[src/rtl/tail_light_sequencer.sv]
// Sequential turn-signal controller: thermometer sweep per side, prescaled step tick, hazard blink.
// Optional brake overlay enabled by defining TAIL_LIGHT_BRAKE_EN.
//
// state     | meaning
// ----------+--------------------------------------------------------------
// S_IDLE    | no request; banks dark, prescaler held at 0
// S_RUN     | sweeping the bank selected by dir; step lamps lit
// S_DARK    | sweep finished; both banks dark for one step period
// S_HAZ_ON  | hazard blink, both banks lit
// S_HAZ_OFF | hazard blink, both banks dark
module tail_light_sequencer #(
  parameter int LAMPS    = 3,
  parameter int TICK_DIV = 6_250_000
) (
  input  logic             clk,
  input  logic             reset,
  input  logic             left,
  input  logic             right,
  input  logic             hazard,
  input  logic             brake,
  output logic [LAMPS-1:0] light_left,
  output logic [LAMPS-1:0] light_right,
  output logic             busy
);

  localparam int SW = $clog2(LAMPS + 1);
  localparam int PW = (TICK_DIV > 1) ? $clog2(TICK_DIV) : 1;
  localparam logic [PW-1:0] TICK_LAST = PW'(TICK_DIV - 1);
  localparam logic [SW-1:0] STEP_LAST = SW'(LAMPS);

  typedef enum logic [2:0] {
    S_IDLE    = 3'd0,
    S_RUN     = 3'd1,
    S_DARK    = 3'd2,
    S_HAZ_ON  = 3'd3,
    S_HAZ_OFF = 3'd4
  } state_t;

  state_t          state, state_nxt;
  logic            dir, dir_nxt;
  logic [SW-1:0]   step, step_nxt;
  logic [PW-1:0]   presc, presc_nxt;
  logic            tick;

  logic [LAMPS-1:0] pat_left, pat_right;
  logic [LAMPS-1:0] pat_left_nxt, pat_right_nxt;
  logic [LAMPS-1:0] therm;
  logic             busy_nxt;

  assign tick = (presc == TICK_LAST);

  always_ff @(posedge clk or posedge reset) begin
    if (reset) begin
      state     <= S_IDLE;
      dir       <= 1'b0;
      step      <= '0;
      presc     <= '0;
      pat_left  <= '0;
      pat_right <= '0;
      busy      <= 1'b0;
    end else begin
      state     <= state_nxt;
      dir       <= dir_nxt;
      step      <= step_nxt;
      presc     <= presc_nxt;
      pat_left  <= pat_left_nxt;
      pat_right <= pat_right_nxt;
      busy      <= busy_nxt;
    end
  end

  always_comb begin
    state_nxt = state;
    dir_nxt   = dir;
    step_nxt  = step;
    case (state)
      S_IDLE: begin
        if (hazard) begin
          state_nxt = S_HAZ_ON;
        end else if (left ^ right) begin
          state_nxt = S_RUN;
          step_nxt  = SW'(1);
          dir_nxt   = right;
        end
      end
      S_RUN: begin
        if (hazard) begin
          state_nxt = S_HAZ_ON;
        end else if (tick) begin
          if (step < STEP_LAST) step_nxt = step + SW'(1);
          else                  state_nxt = S_DARK;
        end
      end
      S_DARK: begin
        if (hazard)    state_nxt = S_HAZ_ON;
        else if (tick) state_nxt = S_IDLE;
      end
      S_HAZ_ON: begin
        if (!hazard)   state_nxt = S_IDLE;
        else if (tick) state_nxt = S_HAZ_OFF;
      end
      S_HAZ_OFF: begin
        if (!hazard)   state_nxt = S_IDLE;
        else if (tick) state_nxt = S_HAZ_ON;
      end
      default: state_nxt = S_IDLE;
    endcase

    if (state_nxt != S_RUN) step_nxt = '0;

    // Prescaler restarts on every state change so each phase gets a full TICK_DIV.
    if (state_nxt != state || state_nxt == S_IDLE || tick) presc_nxt = '0;
    else                                                   presc_nxt = presc + PW'(1);
  end

  always_comb begin
    therm = '0;
    for (int i = 0; i < LAMPS; i++) begin
      therm[i] = (i < int'(step_nxt));
    end

    pat_left_nxt  = '0;
    pat_right_nxt = '0;
    case (state_nxt)
      S_RUN: begin
        if (dir_nxt) pat_right_nxt = therm;
        else         pat_left_nxt  = therm;
      end
      S_HAZ_ON: begin
        pat_left_nxt  = '1;
        pat_right_nxt = '1;
      end
      default: ;
    endcase

    busy_nxt = (state_nxt != S_IDLE);
  end

`ifdef TAIL_LIGHT_BRAKE_EN
  logic haz_active;
  logic left_sweeping;
  logic right_sweeping;

  assign haz_active     = (state == S_HAZ_ON) || (state == S_HAZ_OFF);
  assign left_sweeping  = (state == S_RUN) && !dir;
  assign right_sweeping = (state == S_RUN) &&  dir;

  // Brake lights any bank that is not sweeping; hazard blinking takes precedence.
  assign light_left  = (brake && !haz_active && !left_sweeping)  ? '1 : pat_left;
  assign light_right = (brake && !haz_active && !right_sweeping) ? '1 : pat_right;
`else
  logic unused_brake;
  assign unused_brake = brake;
  assign light_left   = pat_left;
  assign light_right  = pat_right;
`endif

endmodule
[config.mk]
export PLATFORM = sky130hd
export DESIGN_NAME = tail_light_sequencer
export DESIGN_NICKNAME = d
export VERILOG_FILES = /design/src/rtl/tail_light_sequencer.sv
export SDC_FILE = /design/constraint.sdc
export NUM_CORES = 1
export LEC_CHECK = 0
export ABC_CLOCK_PERIOD_IN_PS = 2800
export CAP_MARGIN = 20
export CORE_ASPECT_RATIO = 2
export CORE_MARGIN = 1.5
export CORE_UTILIZATION = 60
export CTS_BUF_LIST = sky130_fd_sc_hd__clkbuf_2 sky130_fd_sc_hd__clkbuf_4 sky130_fd_sc_hd__clkbuf_8
export CTS_CLUSTER_DIAMETER = 120
export DETAILED_ROUTE_END_ITERATION = 7
export PLACE_DENSITY = 0.81
export SLEW_MARGIN = 20
export SYNTH_ARGS = -nofsm -noshare
export SYNTH_HDL_FRONTEND = slang
export SYNTH_SLANG_ARGS = --single-unit
[constraint.sdc]
create_clock -name clk -period 2.8 [get_ports clk]
set_clock_uncertainty 0.15 [all_clocks]
set_input_delay 0.56 -clock clk [delete_from_list [all_inputs] [get_ports clk]]
set_output_delay 0.56 -clock clk [all_outputs]
set_load 0.05 [all_outputs]
=== Word-level counts from Yosys, hierarchy flattened ===
Index checks and enable logic that the tools add are counted.

* Input bits: 6
* Output and inout port bits: 7
* Logic and storage cells: 55
* Bits in registers: 36

* Equality and inequality tests: 9
* Muxes and demuxes: 27
* Add/sub/neg operators: 2
* Reduce and logical (&&, ||, !) cells: 5
* Bitwise logic cells: 1
* $lt $le $gt $ge: 4

{| class="wikitable"
|+ Operators by type and width
! operator !! count
|-
| $mux 3 || 13
|-
| $add 23x1->23 const B || 1
|-
| $eq 23x23->1 const B || 1
|-
| $mux 23 || 1
|-
| $pmux 3 s5 || 1
|-
| $mux 2 || 6
|-
| $pmux 3 s2 || 2
|-
| $eq 3x2->1 const B || 3
|-
| $eq 3x1->1 const B || 2
|-
| $logic_not 3->1 || 2
|-
| $lt 1x2->1 const A || 2
|-
| $pmux 2 s2 || 1
|-
| $eq 3x3->1 const B || 1
|-
| $mux 1 || 3
|-
| $ne 3x1->1 const B || 1
|-
| $ne 3x3->1 || 1
|-
| $reduce_bool 3->1 || 1
|-
| $add 2x1->2 const B || 1
|-
| $logic_or 1x1->1 || 2
|-
| $lt 2x2->1 const A || 1
|-
| $lt 2x2->1 const B || 1
|-
| $xor 1x1->1 || 1
|}

=== Longest topological paths before layout ===
* Depth after elaboration: 10
* Gate-level depth with buffers: 8
* Depth with buffers taken out: 7

=== Worst setup path after synthesis ===
OpenSTA, ideal clock, no wires.

* Kind: register to register
* Start: reg presc[7]
* End: reg pat_left[0] (netlist: light_left[0])
* Data required time: 2.510 ns
* Setup slack: 0.647 ns
* Period minus slack after synthesis: 2.153 ns
* Path buffers: 0
* Stages on the path, launching flop included: 7
* Data arrival time: 1.863 ns
* Setup time: 0.140 ns
* Cells stage by stage: dfrtp_1 nor4b_4 nand4_4 nor2_2 mux2_2 a211oi_4 a21oi_1

* Cells in the longest elaborated chain, start to end: 9
* Elaborated cells on any way between the ends: 20
* Those cells by class: order compare: 1; eq/ne: 4; mux: 15

{| class="wikitable"
|+ Ends and longest elaborated chain
! what !! line !! RTL
|-
| start: declaration || 42 || <nowiki>logic [PW-1:0] presc, presc_nxt;</nowiki>
|-
| start signal: assignment || 65 || <nowiki>presc <= presc_nxt;</nowiki>
|-
| $eq 23x23->1 (*) || 50 || <nowiki>assign tick = (presc == TICK_LAST);</nowiki>
|-
| $mux 3 (on tied branches) (2 in series) || n/a ||
|-
| $pmux 3 s5 || 76 || <nowiki>case (state)</nowiki>
|-
| $ne 3x1->1 || 109 || <nowiki>if (state_nxt != S_RUN) step_nxt = '0;</nowiki>
|-
| $mux 2 || 109 ||
|-
| $lt 1x2->1 || 119 || <nowiki>therm[i] = (i < int'(step_nxt));</nowiki>
|-
| $mux 3 || 126 || <nowiki>if (dir_nxt) pat_right_nxt = therm;</nowiki>
|-
| $pmux 3 s2 (*) || 124 || <nowiki>case (state_nxt)</nowiki>
|-
| via pat_left_nxt[0] || 46 || <nowiki>logic [LAMPS-1:0] pat_left_nxt, pat_right_nxt;</nowiki>
|-
| end signal: assignment || 66 || <nowiki>pat_left <= pat_left_nxt;</nowiki>
|-
| end: declaration || 45 || <nowiki>logic [LAMPS-1:0] pat_left, pat_right;</nowiki>
|}

The timed path passes the listed nets; every way through them passes the cells marked *.

=== Worst setup path after layout ===
* Start: reg presc[7]
* End: reg pat_right[1] (netlist: light_right[1])

* Cells in the longest elaborated chain, start to end: 9
* Elaborated cells on any way between the ends: 20
* Those cells by class: order compare: 1; eq/ne: 4; mux: 15

{| class="wikitable"
|+ Ends and longest elaborated chain
! what !! line !! RTL
|-
| $eq 23x23->1 (*) || 50 ||
|-
| $mux 3 (on tied branches) (2 in series) || n/a ||
|-
| $pmux 3 s5 || 76 ||
|-
| $ne 3x1->1 || 109 ||
|-
| $mux 2 || 109 ||
|-
| $lt 1x2->1 || 119 ||
|-
| $mux 3 || 126 ||
|-
| $pmux 3 s2 (*) || 124 ||
|-
| via pat_right_nxt[1] || 46 ||
|-
| end signal: assignment || 67 || <nowiki>pat_right <= pat_right_nxt;</nowiki>
|-
| end: declaration || 45 ||
|}

Marked as above.

==> impl_results.md <==
- Status: finished, final reports clean
- Synth Instances: 203
- RSZ-0062 raised after global routing: no
- Critical Path Source Type: register
- Post-detailed-route count of antenna-violating nets: 0
- CTS tree: yes
- Synth Area per Inst: between 9 and 10 um2
- Seq/Total Area, Yosys: 46.36%
- Die extent in y: 83.48 um
- Initial antenna violation count: 0
- FMAX: roughly 0.4 GHz
- Maximum number of pins on one net before global-route repair: 37
- Netlist cell types: 46
- Nets: 224
- DRC: 0
- Critical path type: reg -> reg
- Syn Nets: 210
- Finished Cell Area: 2193 um2
- Die Area: around 3600 um2
- CP max FO: 7
- Maxcap violations: 0
- Antenna Cells: 0
- Top-Level Pins: 13
- Later-pin clock latency in the skew report: just under 0.3 ns
- Via count: about 1500
- GRT Resource Usage Total: 24.88%
- Worst slew pin tran: 0.5584 ns
- Critical Path AT: 2.51 ns
- Initial core utilization: around 62%
- Final Util: 70.29%
- Critical Path Sink Type: register
- CTS root buf: clkbuf_8
- GR peak layer: met2
- Total Wirelength: 3951 um
- Post-CTS setup buffer count: 0
- H-tree levels: 2
- First-pass GRT wire length: 6886 um
- LEAKAGE: 0.9127 nW
- Num rows: 29
- Layout area overhead: 12.88%
- Critical path required time: roughly 2.8 ns
- Number of synthesized register bits: 36
- Final Critical Period: 2.504 ns
- Tcrit/Tclk final: 89.44%
- M3 GR Usage: ~4.3%
- Dpl hpwl: 2803 um
- CTS clock-pin slew for the worst setup and hold paths: 0.07 ns
- Final Max Slew Viols: 0
- Total grt overflow: 0
- GR Layer Usage met1: 25.54%
- EDFF count, synth: 0
- Mapped Area: 1943 um2
- Rel. slew slack: 62.77%
- Port buffer count: 11
- Vias per cell: approximately 6.0
- WL/cell: roughly 16 um
- CTS buffer count: 5
- Post-CTS Hold Buffers: 0
- Yosys warns: 0
- Final setup vio count: 0
- Number of global-route vias before repair: between 1500 and 2000
- Detailed Routing Iterations Pass 1: 4
- Met2 Use GR: approximately 45%
- P per Cell Area: 548.1 nW/um2
- Ys async rst share: 100.0%
- Ys flop type: dfrtp_1
- Final Power: 1.202 mW
- RePlAce Congestion: 0.8590
- Die X: 43.24 um
- Max VDD drop: 0.0005147 V
- Share of cells above drive strength 1: 10.09%
- Min-Delay Path Class: reg -> reg
- Setup total negative slack: 0 ns
- Placed Area: 2082 um2
- Post_cts resized: 0
- Initial detailed-routing violation count: 34
- Clock Sinks: 36
- Fin. Hold Viols: 0
- Core Area: 3120 um2
- CTS max path bufs: 2
==> per-stage QoR <==
step / hold WS (ns) / instances / setup WS (ns)
floorplan: 0.3249 / 203 / 0.6469
global placement: 0.3525 / 241 / 0.3199
detailed placement: 0.3667 / 241 / 0.2490
CTS: 0.3723 / 249 / 0.2836
global route: 0.4230 / 249 / 0.1455
finish: 0.3713 / 249 / 0.2958
==> Yosys cell counts (2+ instances only) <==
cell type,instances,area share [%]
inv_1,10,1.9
nand2_1,10,1.9
a21oi_1,12,3.1
nor2_1,33,6.4
nor3_1,3,0.77
and3_1,3,0.97
nand2b_1,2,0.64
nand3_1,18,4.6
nor3b_1,3,1.2
nand4b_1,2,0.90
xor2_1,12,5.4
xnor2_1,11,5.0
dfrtp_1,36,46
buf_2,2,0.52
o21ai_0,7,1.8
o21a_1,2,0.77
nand4_1,5,1.6
clkbuf_1,4,0.77
==> worst max-delay path: stages, from the launching register on <==
cell and delay [ns]:
dfrtp_1 0.48, nor4b_4 0.39, nand4_4 0.21, nor2_2 0.21, mux2_2 0.39, a211oi_4 0.41, a21oi_1 0.13
==> flip-flops by register name, indices dropped and copies added (netlist names) <==
register / flops
light_right: 3
busy: 1
step: 2
presc: 23
dir: 1
state: 3
light_left: 3
==> worst paths after layout <==
check | slack, ns | startpoint | cells after the start | end
setup / recovery | 0.30 | presc[7] | 6 | light_right[1]
hold / removal | 0.37 | presc[0] | 1 | presc[0]
setup reg to reg | 0.30 | presc[7] | 6 | light_right[1]
hold reg to reg | 0.37 | presc[0] | 1 | presc[0]
max in group asynchronous | 1.65 | reset | 3 | presc[11]
min in group asynchronous | 0.52 | reset | 3 | light_left[0]
==> kinds of logic (layout without fill, tap and decap cells) <==
logic type                 Yosys count  count (layout)  share of synthesized area [%]
DFF                                 36              36                          46.36
adders and majority gates            2               2                          1.159
AOI/OAI and AO/OA                   33              33                          11.20
muxes                                3               3                          2.060
xor gates and xnor gates            23              23                          10.37
buffers and inverters               17              32                          3.606
and+or+nand+nor                     89              89                          25.24
==> cell type report <==
class / instances / area [um2]
Tap cell: 31 / 38.79
Clock inverter: 3 / 42.54
Sequential cell: 36 / 900.9
Inverter: 10 / 37.54
Multi-Input combinational cell: 150 / 972.2
Clock buffer: 5 / 68.82
Timing Repair Buffer: 14 / 132.6
Fill cell: 241 / 927.1
==> placed cells by master (no fill, tap or decap), types with 5 or more instances in the layout <==
master,n
nand3_1,18
clkdlybuf4s50_1,11
xor2_1,12
nand2_1,10
nor2_1,33
xnor2_1,11
dfrtp_1,36
inv_1,10
o21ai_0,7
a21oi_1,12
clkbuf_8,5
nand4_1,5
==> power breakdown <==
part / switching [mW] / internal [mW]
Combinational: 0.119 / 0.0620
Sequential: 0.0257 / 0.543
Clock: 0.189 / 0.263
==> routing by layer <==
layer	part of all wire (%)	routed length, um
met1	36	1403
met2	58	2291
met3	2.2	88
met4	4.3	168
met5	0	0
No activity file was read; power rests on OpenSTA's default activity.
